$ cat src/rtl/score_digits_if.sv
// rtl/score_digits_if.sv - point/restart inputs and display/score outputs of the scoreboard
interface score_digits_if;
  logic       point_l;
  logic       point_r;
  logic       new_game;
  logic [1:0] tog;
  logic [3:0] dig0;
  logic [3:0] dig1;
  logic [3:0] dig2;
  logic [3:0] dig3;
  logic       game_over;
  logic       winner;

  modport master (
    output point_l, point_r, new_game,
    input  tog, dig0, dig1, dig2, dig3, game_over, winner
  );

  modport slave (
    input  point_l, point_r, new_game,
    output tog, dig0, dig1, dig2, dig3, game_over, winner
  );
endinterface

$ cat src/rtl/score_digits.sv
// rtl/score_digits.sv - two-player BCD score keeper with win detection and digit scan select
module score_digits #(
  parameter int REFRESH_DIV = 100000,
  parameter int WIN_SCORE   = 11
) (
  input logic         clk,
  input logic         reset,
  score_digits_if.slave bus
);

  localparam int PW = (REFRESH_DIV > 1) ? $clog2(REFRESH_DIV) : 1;
  localparam logic [PW-1:0] PRESC_LAST = PW'(REFRESH_DIV - 1);
  localparam logic [6:0]    WIN_VAL    = 7'(WIN_SCORE);

  typedef enum logic {PLAY, OVER} state_t;

  state_t        state;
  logic [PW-1:0] presc;
  logic [1:0]    tog;
  logic          prev_l, prev_r;
  logic [7:0]    l_score, r_score;
  logic          game_over, winner;

  logic          rise_l, rise_r;
  logic [7:0]    l_inc, r_inc;
  logic          l_wins, r_wins;

  // Score held as {tens, ones}; saturates at 99.
  function automatic logic [7:0] bcd_inc(input logic [7:0] s);
    logic [7:0] n;
    n = s;
    if (s[3:0] != 4'd9) begin
      n[3:0] = s[3:0] + 4'd1;
    end else if (s[7:4] != 4'd9) begin
      n[3:0] = 4'd0;
      n[7:4] = s[7:4] + 4'd1;
    end
    return n;
  endfunction

  function automatic logic is_win(input logic [7:0] s);
    logic [6:0] v;
    v = 7'(s[7:4]) * 7'd10 + 7'(s[3:0]);
    return v == WIN_VAL;
  endfunction

  always_comb begin
    rise_l = bus.point_l & ~prev_l;
    rise_r = bus.point_r & ~prev_r;
    l_inc  = bcd_inc(l_score);
    r_inc  = bcd_inc(r_score);
    l_wins = rise_l && is_win(l_inc);
    r_wins = rise_r && is_win(r_inc);
  end

  // Scan prescaler runs free of game state.
  always_ff @(posedge clk or negedge reset) begin
    if (!reset) begin
      presc <= '0;
      tog   <= 2'd0;
    end else if (presc == PRESC_LAST) begin
      presc <= '0;
      tog   <= tog + 2'd1;
    end else begin
      presc <= presc + 1'b1;
    end
  end

  always_ff @(posedge clk or negedge reset) begin
    if (!reset) begin
      state     <= PLAY;
      prev_l    <= 1'b0;
      prev_r    <= 1'b0;
      l_score   <= 8'h00;
      r_score   <= 8'h00;
      game_over <= 1'b0;
      winner    <= 1'b0;
    end else begin
      prev_l <= bus.point_l;
      prev_r <= bus.point_r;
      case (state)
        PLAY: begin
          if (bus.new_game) begin
            l_score <= 8'h00;
            r_score <= 8'h00;
          end else begin
            if (rise_l) l_score <= l_inc;
            if (rise_r) r_score <= r_inc;
            // Left takes priority on a simultaneous win.
            if (l_wins) begin
              state     <= OVER;
              game_over <= 1'b1;
              winner    <= 1'b0;
            end else if (r_wins) begin
              state     <= OVER;
              game_over <= 1'b1;
              winner    <= 1'b1;
            end
          end
        end
        OVER: begin
          if (bus.new_game) begin
            l_score   <= 8'h00;
            r_score   <= 8'h00;
            winner    <= 1'b0;
            game_over <= 1'b0;
            state     <= PLAY;
          end
        end
        default: state <= PLAY;
      endcase
    end
  end

  assign bus.tog       = tog;
  assign bus.dig0      = l_score[3:0];
  assign bus.dig1      = l_score[7:4];
  assign bus.dig2      = r_score[3:0];
  assign bus.dig3      = r_score[7:4];
  assign bus.game_over = game_over;
  assign bus.winner    = winner;

endmodule

$ cat src/flat_wrapper.sv
// flat-port wrapper written by rule: the top's interface ports become plain ports
module score_digits_flat 
#(
  parameter int REFRESH_DIV = 100000,
  parameter int WIN_SCORE   = 11
)
  (clk, reset, bus_point_l, bus_point_r, bus_new_game, bus_tog, bus_dig0, bus_dig1, bus_dig2, bus_dig3, bus_game_over, bus_winner);
  score_digits_if bus_i ();
  input logic clk;
  input logic reset;
  input wire logic [$bits(bus_i.point_l)-1:0] bus_point_l;
  input wire logic [$bits(bus_i.point_r)-1:0] bus_point_r;
  input wire logic [$bits(bus_i.new_game)-1:0] bus_new_game;
  output wire logic [$bits(bus_i.tog)-1:0] bus_tog;
  output wire logic [$bits(bus_i.dig0)-1:0] bus_dig0;
  output wire logic [$bits(bus_i.dig1)-1:0] bus_dig1;
  output wire logic [$bits(bus_i.dig2)-1:0] bus_dig2;
  output wire logic [$bits(bus_i.dig3)-1:0] bus_dig3;
  output wire logic [$bits(bus_i.game_over)-1:0] bus_game_over;
  output wire logic [$bits(bus_i.winner)-1:0] bus_winner;
  assign bus_i.point_l = bus_point_l;
  assign bus_i.point_r = bus_point_r;
  assign bus_i.new_game = bus_new_game;
  assign bus_tog = bus_i.tog;
  assign bus_dig0 = bus_i.dig0;
  assign bus_dig1 = bus_i.dig1;
  assign bus_dig2 = bus_i.dig2;
  assign bus_dig3 = bus_i.dig3;
  assign bus_game_over = bus_i.game_over;
  assign bus_winner = bus_i.winner;
  score_digits #(.REFRESH_DIV(REFRESH_DIV), .WIN_SCORE(WIN_SCORE)) u_core (.clk(clk), .reset(reset), .bus(bus_i));
endmodule
$ cat config.mk
export PLATFORM = sky130hd
export DESIGN_NAME = score_digits_flat
export DESIGN_NICKNAME = d
export VERILOG_FILES = /design/src/rtl/score_digits_if.sv /design/src/rtl/score_digits.sv /design/src/flat_wrapper.sv
export SDC_FILE = /design/constraint.sdc
export NUM_CORES = 1
export LEC_CHECK = 0
export ABC_AREA = 1
export CAP_MARGIN = 20
export CORE_MARGIN = 2
export CORE_UTILIZATION = 45
export CTS_CLUSTER_DIAMETER = 50
export CTS_CLUSTER_SIZE = 20
export DETAILED_ROUTE_END_ITERATION = 8
export SLEW_MARGIN = 20
export SYNTH_ARGS = -nofsm -noshare
export SYNTH_HDL_FRONTEND = slang
export SYNTH_SLANG_ARGS = --single-unit
$ cat constraint.sdc
create_clock -name clk -period 3.8 [get_ports clk]
set_input_delay 0.76 -clock clk [delete_from_list [all_inputs] [get_ports clk]]
set_output_delay 0.76 -clock clk [all_outputs]
set_load 0.05 [all_outputs]
==> impl_metrics.tcl <==
set metrics [dict create \
    status "completed" \
    synth_area_sq_um 2758 \
    slowest_delay_ns 0.54 \
    port_buffers 24 \
    report.final.slew_viol_count 0 \
    yosysUniqueCellTypes 32 \
    synth_edf_count 0 \
    rrSetupSlack_ns 0.30 \
    grt_max_degree 41 \
    ios 25 \
    whs_endpoint "u_core.bus.tog[1]$_DFFE_PN0N_" \
    path_buf_inv 6 \
    overflow 0 \
    wire_per_inst_um 12.25 \
    ys_seq_area_share_pct 36.30 \
    worstPathCellList "inv_1 -> ha_1 -> nand2_1 -> nor2_4 -> inv_2 -> nor2_2 -> inv_1 -> o21ai_2 -> inv_1 -> ha_1 -> ha_1 -> fa_1 -> nand2_1 -> inv_1 -> nand4_1 -> o21ai_0 -> inv_1 -> nand3_1 -> nand3_1 -> nand3_2 -> nand2_1 -> nand2_1 -> nand2_1" \
    holdWs_ns 0.4726 \
    initial_utilization_pct 46.58 \
    critPathArrivalTime_ns 3.69 \
    post-route-min-period_ns 3.496 \
    gp_congestion 0.8531 \
    skew_ns 0.007401 \
    max_slew.worst_pin.slew_ns 0.9064 \
    hold_viol_final 0 \
    die_width_um 82.28 \
    setup_viol 0 \
    criticalPathCategory "register to register" \
    clock_sink_count 40 \
    drive_gt1_share_pct 12.92 \
    cts_tree "built" \
    critPathTopFamily "adder cells" \
    ys_warn_count 0 \
    rows 28 \
    vias_per_cell 4.987 \
    path_depth 23 \
    min_path_cells 1 \
    hp-class "register to register" \
    synthCells 350 \
    start_kind "register" \
    power.total_uw 884.9 \
    area_growth_pct 17.69 \
    reg2reg_to "u_core.bus.winner$_DFFE_PN0P_" \
    nFillCells 573 \
    max_freq_mhz 286.1 \
    layout_commonest_cell "inv_1" \
    place_hpwl_um 4288 \
    vdd.ir_drop.worst_v 0.0001894 \
    hold_start "u_core.bus.tog[1]$_DFFE_PN0N_" \
    synth_ff_type "dfrtp_1" \
    detail-route-antenna-nets 0 \
    vias 2304 \
    crit_fanout 5 \
    end_kind "register" \
    r2r-start "u_core.r_score[1]$_DFFE_PN0P_" \
    clockRootBuffer "clkbuf_8" \
    first_pass_iters 4 \
    grt.total_usage_pct 18.67 \
    htreeDepth 2 \
    synth.avg_cell_area_sq_um 7.879 \
    async_flop_share_pct 100.0 \
    antenna_found_initial 0 \
    p_leak_uw 0.001633 \
    dieArea_sq_um 6770 \
    drt-initial-drc-count 93 \
    path_clk_slew_ns 0.09 \
    period_share_pct 91.99 \
    critPathSlowestCell "fa_1" \
    drc 0 \
    core-area_sq_um 5921 \
    slew_headroom_pct 39.57 \
    insertion_delay_ns 0.30 \
    diodes 0 \
    cp.required_ns 4.00 \
    grt_pass1_vias 2252 \
    layout_common_cells "inv_1 (71), nand2_1 (65), dfrtp_1 (40), nand3_1 (27), clkdlybuf4s50_1 (23)" \
    syn_nets 380 \
    cap_violations 0 \
    die_h_um 82.28 \
    grt_pass1_wl_um 9811 \
    ys_ff_latch 40 \
    clock_path_buffers 2 \
    pwr_density_cell_nw_per_um2 272.6 \
    wl_um 5658 \
    rr_worst_depth 23 \
    cts_hold_buf 0 \
    nNetsFinal 416 \
    numCtsBuffers 5 \
    fin_util_pct 54.82 \
]
==> registers in the layout (all words and copies together) (netlist names) <==
name,cells
u_core.presc,17
u_core.prev_l,1
u_core.bus.winner,1
u_core.state,1
u_core.bus.tog,2
u_core.r_score,8
u_core.bus.game_over,1
u_core.l_score,8
u_core.prev_r,1
==> through the flow <==
stage	instances	TNS, ns	cell area (sq um)	setup slack (ns)
6_report	462	0	3246	0.3042
3_5_place_dp	450	0	3094	0.1652
5_1_grt	462	-0.01596	3246	-0.009873
2_1_floorplan	350	0	2758	0.2018
4_1_cts	458	0	3209	0.1491
3_3_place_gp	450	0	3094	0.3437
==> cell families (layout without fill, tap and decap cells) <==
group | count (synthesis) | after routing | share of synthesized area [%]
xor+xnor | 12 | 12 | 3.811
simple gates | 152 | 152 | 27.50
flops | 40 | 40 | 36.30
buf+inv | 75 | 112 | 10.21
compound gates | 46 | 46 | 9.755
fa+ha+maj | 25 | 25 | 12.43
==> final cells by class <==
type	count	area (sq um)	area share (%)
Multi-Input combinational cell	235	1481	45.64
Sequential cell	40	1001	30.84
Inverter	75	281.5	8.674
Timing Repair Buffer	29	272.8	8.404
Tap cell	75	93.84	2.891
Clock buffer	5	68.82	2.120
Clock inverter	3	46.29	1.426
==> power by group <==
| group | switching, uW | internal (uW) |
|---|---|---|
| Sequential | 6.75 | 433 |
| Clock | 165 | 198 |
| Combinational | 57.3 | 24.6 |
| Total | 229 | 656 |
==> worst reg2reg max path, delay by kind of cell (launching register included) <==
kind                       cells  cell delay (ns)
AOI/OAI and AO/OA              2             0.32
adders and majority gates      4             1.17
and+or+nand+nor               11             0.99
DFF                            1             0.43
buffers and inverters          6             0.50
==> worst max-delay path by stage <==
stage,slack (ns),end,start
finish,0.30,u_core.bus.winner$_DFFE_PN0P_,u_core.r_score[1]$_DFFE_PN0P_
global route,-0.01,u_core.bus.winner$_DFFE_PN0P_,u_core.r_score[1]$_DFFE_PN0P_
CTS,0.15,u_core.bus.game_over$_DFFE_PN0P_,u_core.r_score[1]$_DFFE_PN0P_
detailed placement,0.17,u_core.bus.winner$_DFFE_PN0P_,u_core.r_score[1]$_DFFE_PN0P_
global placement,0.34,u_core.bus.game_over$_DFFE_PN0P_,u_core.r_score[1]$_DFFE_PN0P_
floorplan,0.20,u_core.bus.game_over$_DFFE_PN0P_,u_core.r_score[0]$_DFFE_PN0P_
==> synthesized netlist by cell type (2+ instances only) <==
| cell | count | area (sq um) |
|---|---|---|
| nand3_2 | 5 | 50.05 |
| fa_1 | 4 | 80.08 |
| nand2_1 | 65 | 244.0 |
| nor2_1 | 23 | 86.33 |
| inv_2 | 4 | 15.01 |
| nand4_1 | 5 | 31.28 |
| a21oi_1 | 8 | 40.04 |
| o21a_1 | 2 | 15.01 |
| o31ai_1 | 2 | 15.01 |
| nor2_2 | 9 | 56.30 |
| xor2_1 | 8 | 70.07 |
| inv_1 | 71 | 266.5 |
| o21ai_1 | 6 | 30.03 |
| nand2_2 | 8 | 50.05 |
| o21ai_0 | 9 | 45.04 |
| nand3_1 | 27 | 135.1 |
| dfrtp_1 | 40 | 1001 |
| ha_1 | 21 | 262.8 |
| xnor2_1 | 4 | 35.03 |
| or2_2 | 2 | 12.51 |
| nor2_4 | 2 | 22.52 |
| o22ai_1 | 15 | 93.84 |
==> routing by layer <==
layer | vias to the layer above | global-route usage, % | part of all wire (%)
met5 | - | 0 | 0
met4 | 0 | 4.500 | 1.1
met3 | 9 | 4.130 | 3.3
met2 | 43 | 31.77 | 48
met1 | 1058 | 24.06 | 47
li1 | 1194 | - | -
==> what timing repair did <==
item                       in CTS  in global routing
gates resized for setup         0                  2
setup endpoints to repair       0                  3
setup buffers                   0                  4
Note: power is estimated with default switching activity, not from simulation.
